### src/rtl/mips_ctrl_pkg.sv
// Shared types and encodings for the multicycle MIPS control unit.
// Holds the FSM state and instruction-class enums, the datapath mux
// encodings (reg_dst, alu_src2, pc_src, mem_size), and local copies of the
// core's ALUOp and opcode/funct/rt constants so this slice builds stand-alone.
package mips_ctrl_pkg;

  typedef enum logic [2:0] {
    StFetch,
    StDecode,
    StExec,
    StMem,
    StWb,
    StHalt
  } state_e;

  typedef enum logic [3:0] {
    ClsAluR,
    ClsAluI,
    ClsLoad,
    ClsStore,
    ClsBranch,
    ClsJump,
    ClsJumpR,
    ClsSyscall,
    ClsIllegal
  } cls_e;

  // reg_dst
  localparam logic [1:0] RegDstRt = 2'd0;
  localparam logic [1:0] RegDstRd = 2'd1;
  localparam logic [1:0] RegDstRa = 2'd2;

  // alu_src2
  localparam logic [1:0] AluSrc2Rt   = 2'd0;
  localparam logic [1:0] AluSrc2SImm = 2'd1;
  localparam logic [1:0] AluSrc2ZImm = 2'd2;
  localparam logic [1:0] AluSrc2Four = 2'd3;

  // pc_src
  localparam logic [1:0] PcSrcSeq    = 2'd0;
  localparam logic [1:0] PcSrcBranch = 2'd1;
  localparam logic [1:0] PcSrcJump   = 2'd2;
  localparam logic [1:0] PcSrcReg    = 2'd3;

  // mem_size
  localparam logic [1:0] MemSizeByte = 2'd0;
  localparam logic [1:0] MemSizeHalf = 2'd1;
  localparam logic [1:0] MemSizeWord = 2'd2;

  // ALUOp
  localparam logic [3:0] AluAdd  = 4'd0;
  localparam logic [3:0] AluSub  = 4'd1;
  localparam logic [3:0] AluAnd  = 4'd2;
  localparam logic [3:0] AluOr   = 4'd3;
  localparam logic [3:0] AluXor  = 4'd4;
  localparam logic [3:0] AluNor  = 4'd5;
  localparam logic [3:0] AluSlt  = 4'd6;
  localparam logic [3:0] AluSltu = 4'd7;
  localparam logic [3:0] AluSll  = 4'd8;
  localparam logic [3:0] AluSrl  = 4'd9;
  localparam logic [3:0] AluSra  = 4'd10;
  localparam logic [3:0] AluLui  = 4'd11;

  // Opcodes
  localparam logic [5:0] OpRtype  = 6'h00;
  localparam logic [5:0] OpRegimm = 6'h01;
  localparam logic [5:0] OpJ      = 6'h02;
  localparam logic [5:0] OpJal    = 6'h03;
  localparam logic [5:0] OpBeq    = 6'h04;
  localparam logic [5:0] OpBne    = 6'h05;
  localparam logic [5:0] OpBlez   = 6'h06;
  localparam logic [5:0] OpBgtz   = 6'h07;
  localparam logic [5:0] OpAddi   = 6'h08;
  localparam logic [5:0] OpAddiu  = 6'h09;
  localparam logic [5:0] OpSlti   = 6'h0A;
  localparam logic [5:0] OpSltiu  = 6'h0B;
  localparam logic [5:0] OpAndi   = 6'h0C;
  localparam logic [5:0] OpOri    = 6'h0D;
  localparam logic [5:0] OpXori   = 6'h0E;
  localparam logic [5:0] OpLui    = 6'h0F;
  localparam logic [5:0] OpLb     = 6'h20;
  localparam logic [5:0] OpLh     = 6'h21;
  localparam logic [5:0] OpLw     = 6'h23;
  localparam logic [5:0] OpLbu    = 6'h24;
  localparam logic [5:0] OpLhu    = 6'h25;
  localparam logic [5:0] OpSb     = 6'h28;
  localparam logic [5:0] OpSh     = 6'h29;
  localparam logic [5:0] OpSw     = 6'h2B;

  // R-type funct
  localparam logic [5:0] FnSll     = 6'h00;
  localparam logic [5:0] FnSrl     = 6'h02;
  localparam logic [5:0] FnSra     = 6'h03;
  localparam logic [5:0] FnSllv    = 6'h04;
  localparam logic [5:0] FnSrlv    = 6'h06;
  localparam logic [5:0] FnSrav    = 6'h07;
  localparam logic [5:0] FnJr      = 6'h08;
  localparam logic [5:0] FnJalr    = 6'h09;
  localparam logic [5:0] FnSyscall = 6'h0C;
  localparam logic [5:0] FnAdd     = 6'h20;
  localparam logic [5:0] FnAddu    = 6'h21;
  localparam logic [5:0] FnSub     = 6'h22;
  localparam logic [5:0] FnSubu    = 6'h23;
  localparam logic [5:0] FnAnd     = 6'h24;
  localparam logic [5:0] FnOr      = 6'h25;
  localparam logic [5:0] FnXor     = 6'h26;
  localparam logic [5:0] FnNor     = 6'h27;
  localparam logic [5:0] FnSlt     = 6'h2A;
  localparam logic [5:0] FnSltu    = 6'h2B;

  // REGIMM rt
  localparam logic [4:0] RtBltz   = 5'h00;
  localparam logic [4:0] RtBgez   = 5'h01;
  localparam logic [4:0] RtBltzal = 5'h10;
  localparam logic [4:0] RtBgezal = 5'h11;

endpackage

### src/rtl/mips_decode_cls.sv
// Combinational instruction classifier.
// Inputs : op_code, rt, funct (IR fields)
// Outputs: cls (instruction class), alu_op, alu_src1, alu_src2,
//          mem_size, mem_signed, link (instruction writes a return address)
module mips_decode_cls
  import mips_ctrl_pkg::*;
(
  input  logic [5:0] op_code,
  input  logic [4:0] rt,
  input  logic [5:0] funct,
  output cls_e       cls,
  output logic [3:0] alu_op,
  output logic       alu_src1,
  output logic [1:0] alu_src2,
  output logic [1:0] mem_size,
  output logic       mem_signed,
  output logic       link
);

  always_comb begin
    cls        = ClsIllegal;
    alu_op     = AluAdd;
    alu_src1   = 1'b0;
    alu_src2   = AluSrc2Rt;
    mem_size   = MemSizeWord;
    mem_signed = 1'b0;
    link       = 1'b0;
    case (op_code)
      OpRtype: begin
        cls = ClsAluR;
        case (funct)
          FnSll:          begin alu_op = AluSll; alu_src1 = 1'b1; end
          FnSrl:          begin alu_op = AluSrl; alu_src1 = 1'b1; end
          FnSra:          begin alu_op = AluSra; alu_src1 = 1'b1; end
          FnSllv:         alu_op = AluSll;
          FnSrlv:         alu_op = AluSrl;
          FnSrav:         alu_op = AluSra;
          FnJr:           cls = ClsJumpR;
          FnJalr:         begin cls = ClsJumpR; link = 1'b1; end
          FnSyscall:      cls = ClsSyscall;
          FnAdd, FnAddu:  alu_op = AluAdd;
          FnSub, FnSubu:  alu_op = AluSub;
          FnAnd:          alu_op = AluAnd;
          FnOr:           alu_op = AluOr;
          FnXor:          alu_op = AluXor;
          FnNor:          alu_op = AluNor;
          FnSlt:          alu_op = AluSlt;
          FnSltu:         alu_op = AluSltu;
          default:        cls = ClsIllegal;
        endcase
      end
      OpRegimm: begin
        cls    = ClsBranch;
        alu_op = AluSub;
        case (rt)
          RtBltz, RtBgez:     ;
          RtBltzal, RtBgezal: link = 1'b1;
          default:            cls = ClsIllegal;
        endcase
      end
      OpJ:                         cls = ClsJump;
      OpJal:                       begin cls = ClsJump; link = 1'b1; end
      OpBeq, OpBne, OpBlez, OpBgtz: begin cls = ClsBranch; alu_op = AluSub; end
      OpAddi, OpAddiu: begin cls = ClsAluI; alu_src2 = AluSrc2SImm; end
      OpSlti:  begin cls = ClsAluI; alu_op = AluSlt;  alu_src2 = AluSrc2SImm; end
      OpSltiu: begin cls = ClsAluI; alu_op = AluSltu; alu_src2 = AluSrc2SImm; end
      OpAndi:  begin cls = ClsAluI; alu_op = AluAnd;  alu_src2 = AluSrc2ZImm; end
      OpOri:   begin cls = ClsAluI; alu_op = AluOr;   alu_src2 = AluSrc2ZImm; end
      OpXori:  begin cls = ClsAluI; alu_op = AluXor;  alu_src2 = AluSrc2ZImm; end
      OpLui:   begin cls = ClsAluI; alu_op = AluLui;  alu_src2 = AluSrc2ZImm; end
      OpLb:  begin cls = ClsLoad; alu_src2 = AluSrc2SImm; mem_size = MemSizeByte; mem_signed = 1'b1; end
      OpLh:  begin cls = ClsLoad; alu_src2 = AluSrc2SImm; mem_size = MemSizeHalf; mem_signed = 1'b1; end
      OpLw:  begin cls = ClsLoad; alu_src2 = AluSrc2SImm; mem_size = MemSizeWord; end
      OpLbu: begin cls = ClsLoad; alu_src2 = AluSrc2SImm; mem_size = MemSizeByte; end
      OpLhu: begin cls = ClsLoad; alu_src2 = AluSrc2SImm; mem_size = MemSizeHalf; end
      OpSb:  begin cls = ClsStore; alu_src2 = AluSrc2SImm; mem_size = MemSizeByte; end
      OpSh:  begin cls = ClsStore; alu_src2 = AluSrc2SImm; mem_size = MemSizeHalf; end
      OpSw:  begin cls = ClsStore; alu_src2 = AluSrc2SImm; mem_size = MemSizeWord; end
      default: cls = ClsIllegal;
    endcase
  end

endmodule

### src/rtl/mips_mc_ctrl.sv
// Multicycle control FSM for the lab MIPS core.
// Sequences FETCH/DECODE/EXEC/MEM/WB and drives datapath strobes and mux
// selects combinationally from state, latched class and IR fields.
// Params : MEM_HANDSHAKE (1 = wait on mem_ready), WAIT_MAX (1..255 wait cycles)
// Inputs : clk, rst (async, active-high), op_code, rt, funct, mem_ready, br_taken
// Outputs: pc_write, ir_write, reg_write, mem_read, mem_write, mem_to_reg,
//          reg_dst, alu_op, alu_src1, alu_src2, pc_src, mem_size, mem_signed,
//          halted, illegal, mem_err
module mips_mc_ctrl
  import mips_ctrl_pkg::*;
#(
  parameter bit          MEM_HANDSHAKE = 1'b1,
  parameter int unsigned WAIT_MAX      = 15
) (
  input  logic       clk,
  input  logic       rst,
  input  logic [5:0] op_code,
  input  logic [4:0] rt,
  input  logic [5:0] funct,
  input  logic       mem_ready,
  input  logic       br_taken,
  output logic       pc_write,
  output logic       ir_write,
  output logic       reg_write,
  output logic       mem_read,
  output logic       mem_write,
  output logic       mem_to_reg,
  output logic [1:0] reg_dst,
  output logic [3:0] alu_op,
  output logic       alu_src1,
  output logic [1:0] alu_src2,
  output logic [1:0] pc_src,
  output logic [1:0] mem_size,
  output logic       mem_signed,
  output logic       halted,
  output logic       illegal,
  output logic       mem_err
);

  localparam logic [7:0] WaitLimit = 8'(WAIT_MAX);

  state_e     state_q;
  cls_e       cls_q;
  logic [7:0] wait_q;
  logic       illegal_q;
  logic       mem_err_q;

  cls_e       dec_cls;
  logic [3:0] dec_alu_op;
  logic       dec_alu_src1;
  logic [1:0] dec_alu_src2;
  logic [1:0] dec_mem_size;
  logic       dec_mem_signed;
  logic       dec_link;

  mips_decode_cls u_decode (
    .op_code    (op_code),
    .rt         (rt),
    .funct      (funct),
    .cls        (dec_cls),
    .alu_op     (dec_alu_op),
    .alu_src1   (dec_alu_src1),
    .alu_src2   (dec_alu_src2),
    .mem_size   (dec_mem_size),
    .mem_signed (dec_mem_signed),
    .link       (dec_link)
  );

  // Access completes this cycle; ready beats the timeout when both coincide.
  logic mem_done;
  logic timeout;
  assign mem_done = !MEM_HANDSHAKE || mem_ready;
  assign timeout  = MEM_HANDSHAKE && !mem_ready && (wait_q == WaitLimit);

  always_ff @(posedge clk or posedge rst) begin
    if (rst) begin
      state_q   <= StFetch;
      cls_q     <= ClsIllegal;
      wait_q    <= '0;
      illegal_q <= 1'b0;
      mem_err_q <= 1'b0;
    end else begin
      // Counter idles at zero so every FETCH/MEM entry starts from a clean count.
      wait_q <= '0;
      case (state_q)
        StFetch, StMem: begin
          if (mem_done) begin
            if (state_q == StFetch)    state_q <= StDecode;
            else if (cls_q == ClsLoad) state_q <= StWb;
            else                       state_q <= StFetch;
          end else if (timeout) begin
            state_q   <= StHalt;
            mem_err_q <= 1'b1;
          end else begin
            wait_q <= wait_q + 8'd1;
          end
        end
        StDecode: begin
          cls_q <= dec_cls;
          case (dec_cls)
            ClsJump, ClsJumpR: state_q <= StFetch;
            ClsSyscall:        state_q <= StHalt;
            ClsIllegal: begin
              state_q   <= StHalt;
              illegal_q <= 1'b1;
            end
            default:           state_q <= StExec;
          endcase
        end
        StExec: begin
          if (cls_q == ClsBranch)                           state_q <= StFetch;
          else if (cls_q == ClsLoad || cls_q == ClsStore)   state_q <= StMem;
          else                                              state_q <= StWb;
        end
        StWb:    state_q <= StFetch;
        StHalt:  state_q <= StHalt;
        default: state_q <= StHalt;
      endcase
    end
  end

  always_comb begin
    pc_write   = 1'b0;
    ir_write   = 1'b0;
    reg_write  = 1'b0;
    mem_read   = 1'b0;
    mem_write  = 1'b0;
    mem_to_reg = 1'b0;
    reg_dst    = RegDstRt;
    alu_op     = AluAdd;
    alu_src1   = 1'b0;
    alu_src2   = AluSrc2Rt;
    pc_src     = PcSrcSeq;
    mem_size   = MemSizeWord;
    mem_signed = 1'b0;
    // Gating on rst keeps strobes low for the whole reset pulse, not just after the edge.
    if (!rst) begin
      case (state_q)
        StFetch: begin
          mem_read = !timeout;
          alu_src2 = AluSrc2Four;
          ir_write = mem_done;
          pc_write = mem_done;
        end
        StDecode: begin
          case (dec_cls)
            ClsJump: begin
              pc_write  = 1'b1;
              pc_src    = PcSrcJump;
              reg_write = dec_link;
              reg_dst   = RegDstRa;
            end
            ClsJumpR: begin
              pc_write  = 1'b1;
              pc_src    = PcSrcReg;
              reg_write = dec_link;
              reg_dst   = RegDstRd;
            end
            default: ;
          endcase
        end
        StExec: begin
          alu_op   = dec_alu_op;
          alu_src1 = dec_alu_src1;
          alu_src2 = dec_alu_src2;
          if (cls_q == ClsBranch) begin
            pc_src    = PcSrcBranch;
            pc_write  = br_taken;
            reg_write = dec_link;
            reg_dst   = RegDstRa;
          end
        end
        StMem: begin
          alu_op     = dec_alu_op;
          alu_src1   = dec_alu_src1;
          alu_src2   = dec_alu_src2;
          mem_size   = dec_mem_size;
          mem_signed = dec_mem_signed;
          if (cls_q == ClsLoad) mem_read  = !timeout;
          else                  mem_write = !timeout;
        end
        StWb: begin
          alu_op     = dec_alu_op;
          alu_src1   = dec_alu_src1;
          alu_src2   = dec_alu_src2;
          reg_write  = 1'b1;
          mem_to_reg = (cls_q == ClsLoad);
          reg_dst    = (cls_q == ClsAluR) ? RegDstRd : RegDstRt;
        end
        default: ;
      endcase
    end
  end

  assign halted  = (state_q == StHalt);
  assign illegal = illegal_q;
  assign mem_err = mem_err_q;

endmodule

### config.mk
export PLATFORM = sky130hd
export DESIGN_NAME = mips_mc_ctrl
export DESIGN_NICKNAME = d
export VERILOG_FILES = /design/src/rtl/mips_ctrl_pkg.sv /design/src/rtl/mips_decode_cls.sv /design/src/rtl/mips_mc_ctrl.sv
export SDC_FILE = /design/constraint.sdc
export NUM_CORES = 1
export LEC_CHECK = 0
export ABC_AREA = 1
export CORE_MARGIN = 2
export CORE_UTILIZATION = 45
export CTS_CLUSTER_DIAMETER = 30
export DETAILED_ROUTE_END_ITERATION = 10
export HOLD_SLACK_MARGIN = 0.08
export PLACE_DENSITY = 0.75
export SYNTH_ARGS = -nofsm -noshare
export SYNTH_HDL_FRONTEND = slang
export SYNTH_SLANG_ARGS = --single-unit
export TNS_END_PERCENT = 30
### constraint.sdc
create_clock -name clk -period 2.7 [get_ports clk]
set_input_delay 0.675 -clock clk [delete_from_list [all_inputs] [get_ports clk]]
set_output_delay 0.675 -clock clk [all_outputs]
set_load 0.01 [all_outputs]
==> results.yml <==
timing:
  max_slew_margin_pct: 75.2
  tightest_slew_ns: 0.368
  hold_ws_ns: 0.457
  fin_ws_ns: 0.0100
  finClkSkew_ns: 0.00663
  final-max-slew-violation-count: 0
  rsz0062_at_grt: "true"
  fin_crit_sh_pct: 99.6
  setup_violations: 0
  max_freq_mhz: 372
  period_minus_slack_ns: 2.69
  finalHoldViolCount: 0
yosys:
  yosys.cell_types.count: 36
  synth_cells: 275
  yosys_warnings: 0
  avgSynthCellArea_um2: 6.06
  seq_area_frac_synth_pct: 25.6
  synth-seq-cells: 17
  synthesis.area_um2: 1670
  syn_nets: 297
setup_path:
  r2r.worst_path.cells: 10
  start_kind: "input port"
  crit_path_end_kind: "output pin"
  path_class: "input port to output pin"
  arrival_ns: 2.01
  critPathRequiredTime_ns: 2.03
  worst-path-max-fanout: 4
global_route:
  antenna_found_initial: 0
  grt_usage_pct: 27.0
  overflow: 0
  grt_pass1_vias: 2082
  grt_pass1_wl_um: 9000
  grt_max_degree: 14
pwr:
  power_density_nw_per_um2: 226
  ir_drop_mv: 0.260
  p_leak_nw: 1.43
clock_tree:
  cts_buffers: 3
  cts_tree: "built"
  ctsHtreeMaxLevel: 1
  clk_pin_slew_ns: 0.06
  clock-sinks: 17
  clk_latency_ns: 0.25
  root_buffer: "clkbuf_8"
  clk_path_buf_depth: 2
floorplanning:
  ios: 44
  rows: 22
  start_util_pct: 46.2
  die_x_um: 64.8
  die_area_um2: 4200
  coreArea_um2: 3610
  die_y_um: 64.8
job:
  cap_violations: 0
placement:
  place_area_um2: 2460
  hpwl_um: 4070
  place.gp.congestion: 0.910
  dp_slack_ns: -0.692
  port_buffers: 42
route:
  post_drt_wl_per_cell_um: 12.8
  dr.pass1.iters: 7
  vias: 2200
  wirelength_um: 5450
  viasPerCell: 5.18
  drc: 0
  drt_iter0_drc: 221
  ant_nets: 0
final_layout:
  final_area_um2: 2640
  n_fill_cell: 294
  fin_nets: 400
  areaGrowthSynthToFinish_pct: 58.8
  drive_above_1_share_pct: 33.2
  fin_util_pct: 73.3
  n_antenna_cell: 0
worst_hold_path:
  worstHoldPathCells: 1
  hold_path_class: "flop to flop"
run_status:
  status: "finished, final reports clean"
[sequential cells by signal, summed over array words and instances (netlist names)]
| register | cells |
|---|---|
| state_q | 3 |
| mem_err | 1 |
| illegal | 1 |
| wait_q | 8 |
| cls_q | 4 |
[layer usage]
| metal | track usage, % | vias up | wire length (µm) |
|---|---|---|---|
| li1 | - | 1091 | - |
| met1 | 35.9 | 983 | 2400 |
| met2 | 45.2 | 111 | 2490 |
| met3 | 4.34 | 15 | 412 |
| met4 | 7.45 | 0 | 148 |
| met5 | 0 | - | 0 |
[cell type report]
type                            instances  area [µm²]  share of cell area [%]
Multi-Input combinational cell        205        1130                    42.6
Timing Repair Buffer                   99         791                    29.9
Sequential cell                        17         427                    16.1
Inverter                               52         195                    7.38
Tap cell                               48        60.1                    2.27
Clock buffer                            4        45.0                    1.70
[Yosys cell counts, drive strengths merged]
library cell	instances	area share, %
nand2	66	16
nor2	56	17
inv	51	11
nand3	29	9.0
dfrtp	16	24
a21oi	10	3.0
nor3	10	3.3
o21ai	9	2.7
nand4	7	2.6
nor4	3	1.1
xor2	2	1.1
a211oi	1	0.75
a21boi	1	0.45
a21o	1	0.45
a22oi	1	0.45
a31oi	1	0.38
a32oi	1	0.53
a41oi	1	0.53
and3	1	0.38
clkbuf	1	0.23
clkinv	1	0.23
dfstp	1	1.6
ha	1	0.75
o211ai	1	0.45
o21bai	1	0.45
o22ai	1	0.38
xnor2	1	0.53
[repair_timing]
action / CTS / global route
pin swaps: 18 / 10
gates cloned: 0 / 0
gates resized for setup: 92 / 22
endpoints found under the setup margin: 20 / 16
hold buffers: 0 / 0
buffers inserted: 14 / 1
[stage by stage]
stage	std cells	total power, mW	TNS, ns
floorplan	275	0.313	0
global placement	406	0.398	-9.18
detailed placement	406	0.400	-9.36
CTS	424	0.595	-0.206
global route	425	0.629	-0.307
finish	425	0.598	0
[worst paths after layout]
path                       startpoint          to  slack, ns
min in group asynchronous         rst   wait_q[1]       0.84
hold reg to reg             wait_q[0]   wait_q[0]       0.46
max in group asynchronous         rst    cls_q[3]       1.54
setup reg to reg           state_q[0]  state_q[0]       1.13
hold / removal              wait_q[0]   wait_q[0]       0.46
setup / recovery             funct[4]    pc_write       0.01
[worst max-delay path, cell delays in order]
cell and delay, ns:
dlygate4sd2_1 0.26, nor2_4 0.15, nand3_1 0.12, buf_4 0.16
nor2_4 0.10, nor2_4 0.06, nand3_2 0.07, nand3_1 0.09
nand2_1 0.07, inv_1 0.04, clkdlybuf4s15_1 0.22
[logic make-up (layout without fill, tap and decap cells)]
| kind of cell | after synthesis | after routing | share of synthesized area [%] |
|---|---|---|---|
| AND/OR/NAND/NOR | 172 | 172 | 49.6 |
| buffers and inverters | 53 | 155 | 11.9 |
| XOR/XNOR | 3 | 3 | 1.58 |
| adder cells (fa/ha/maj) | 1 | 1 | 0.751 |
| flip-flops | 17 | 17 | 25.6 |
| AO/OA/AOI/OAI | 29 | 29 | 10.5 |
[report_power, final]
group          switching, mW  internal, mW  total (mW)
Sequential                 0         0.255       0.255
Clock                 0.0810         0.105       0.186
Combinational         0.0842        0.0735       0.158
[layout by cell type, fill, tap and decap left out, types with 5 or more instances in the layout]
| cell | n |
|---|---|
| dfrtp_1 | 16 |
| nor2_2 | 7 |
| buf_2 | 11 |
| nand2_2 | 7 |
| nor2_1 | 37 |
| nand2_1 | 58 |
| nand3_1 | 24 |
| nor3_1 | 9 |
| nand4_1 | 7 |
| a21oi_1 | 8 |
| inv_2 | 12 |
| dlygate4sd2_1 | 12 |
| nand3_2 | 5 |
| inv_1 | 39 |
| clkdlybuf4s50_1 | 8 |
| o21ai_0 | 6 |
| buf_4 | 53 |
| nor2_4 | 11 |
Power figures use the tool's default switching activity.
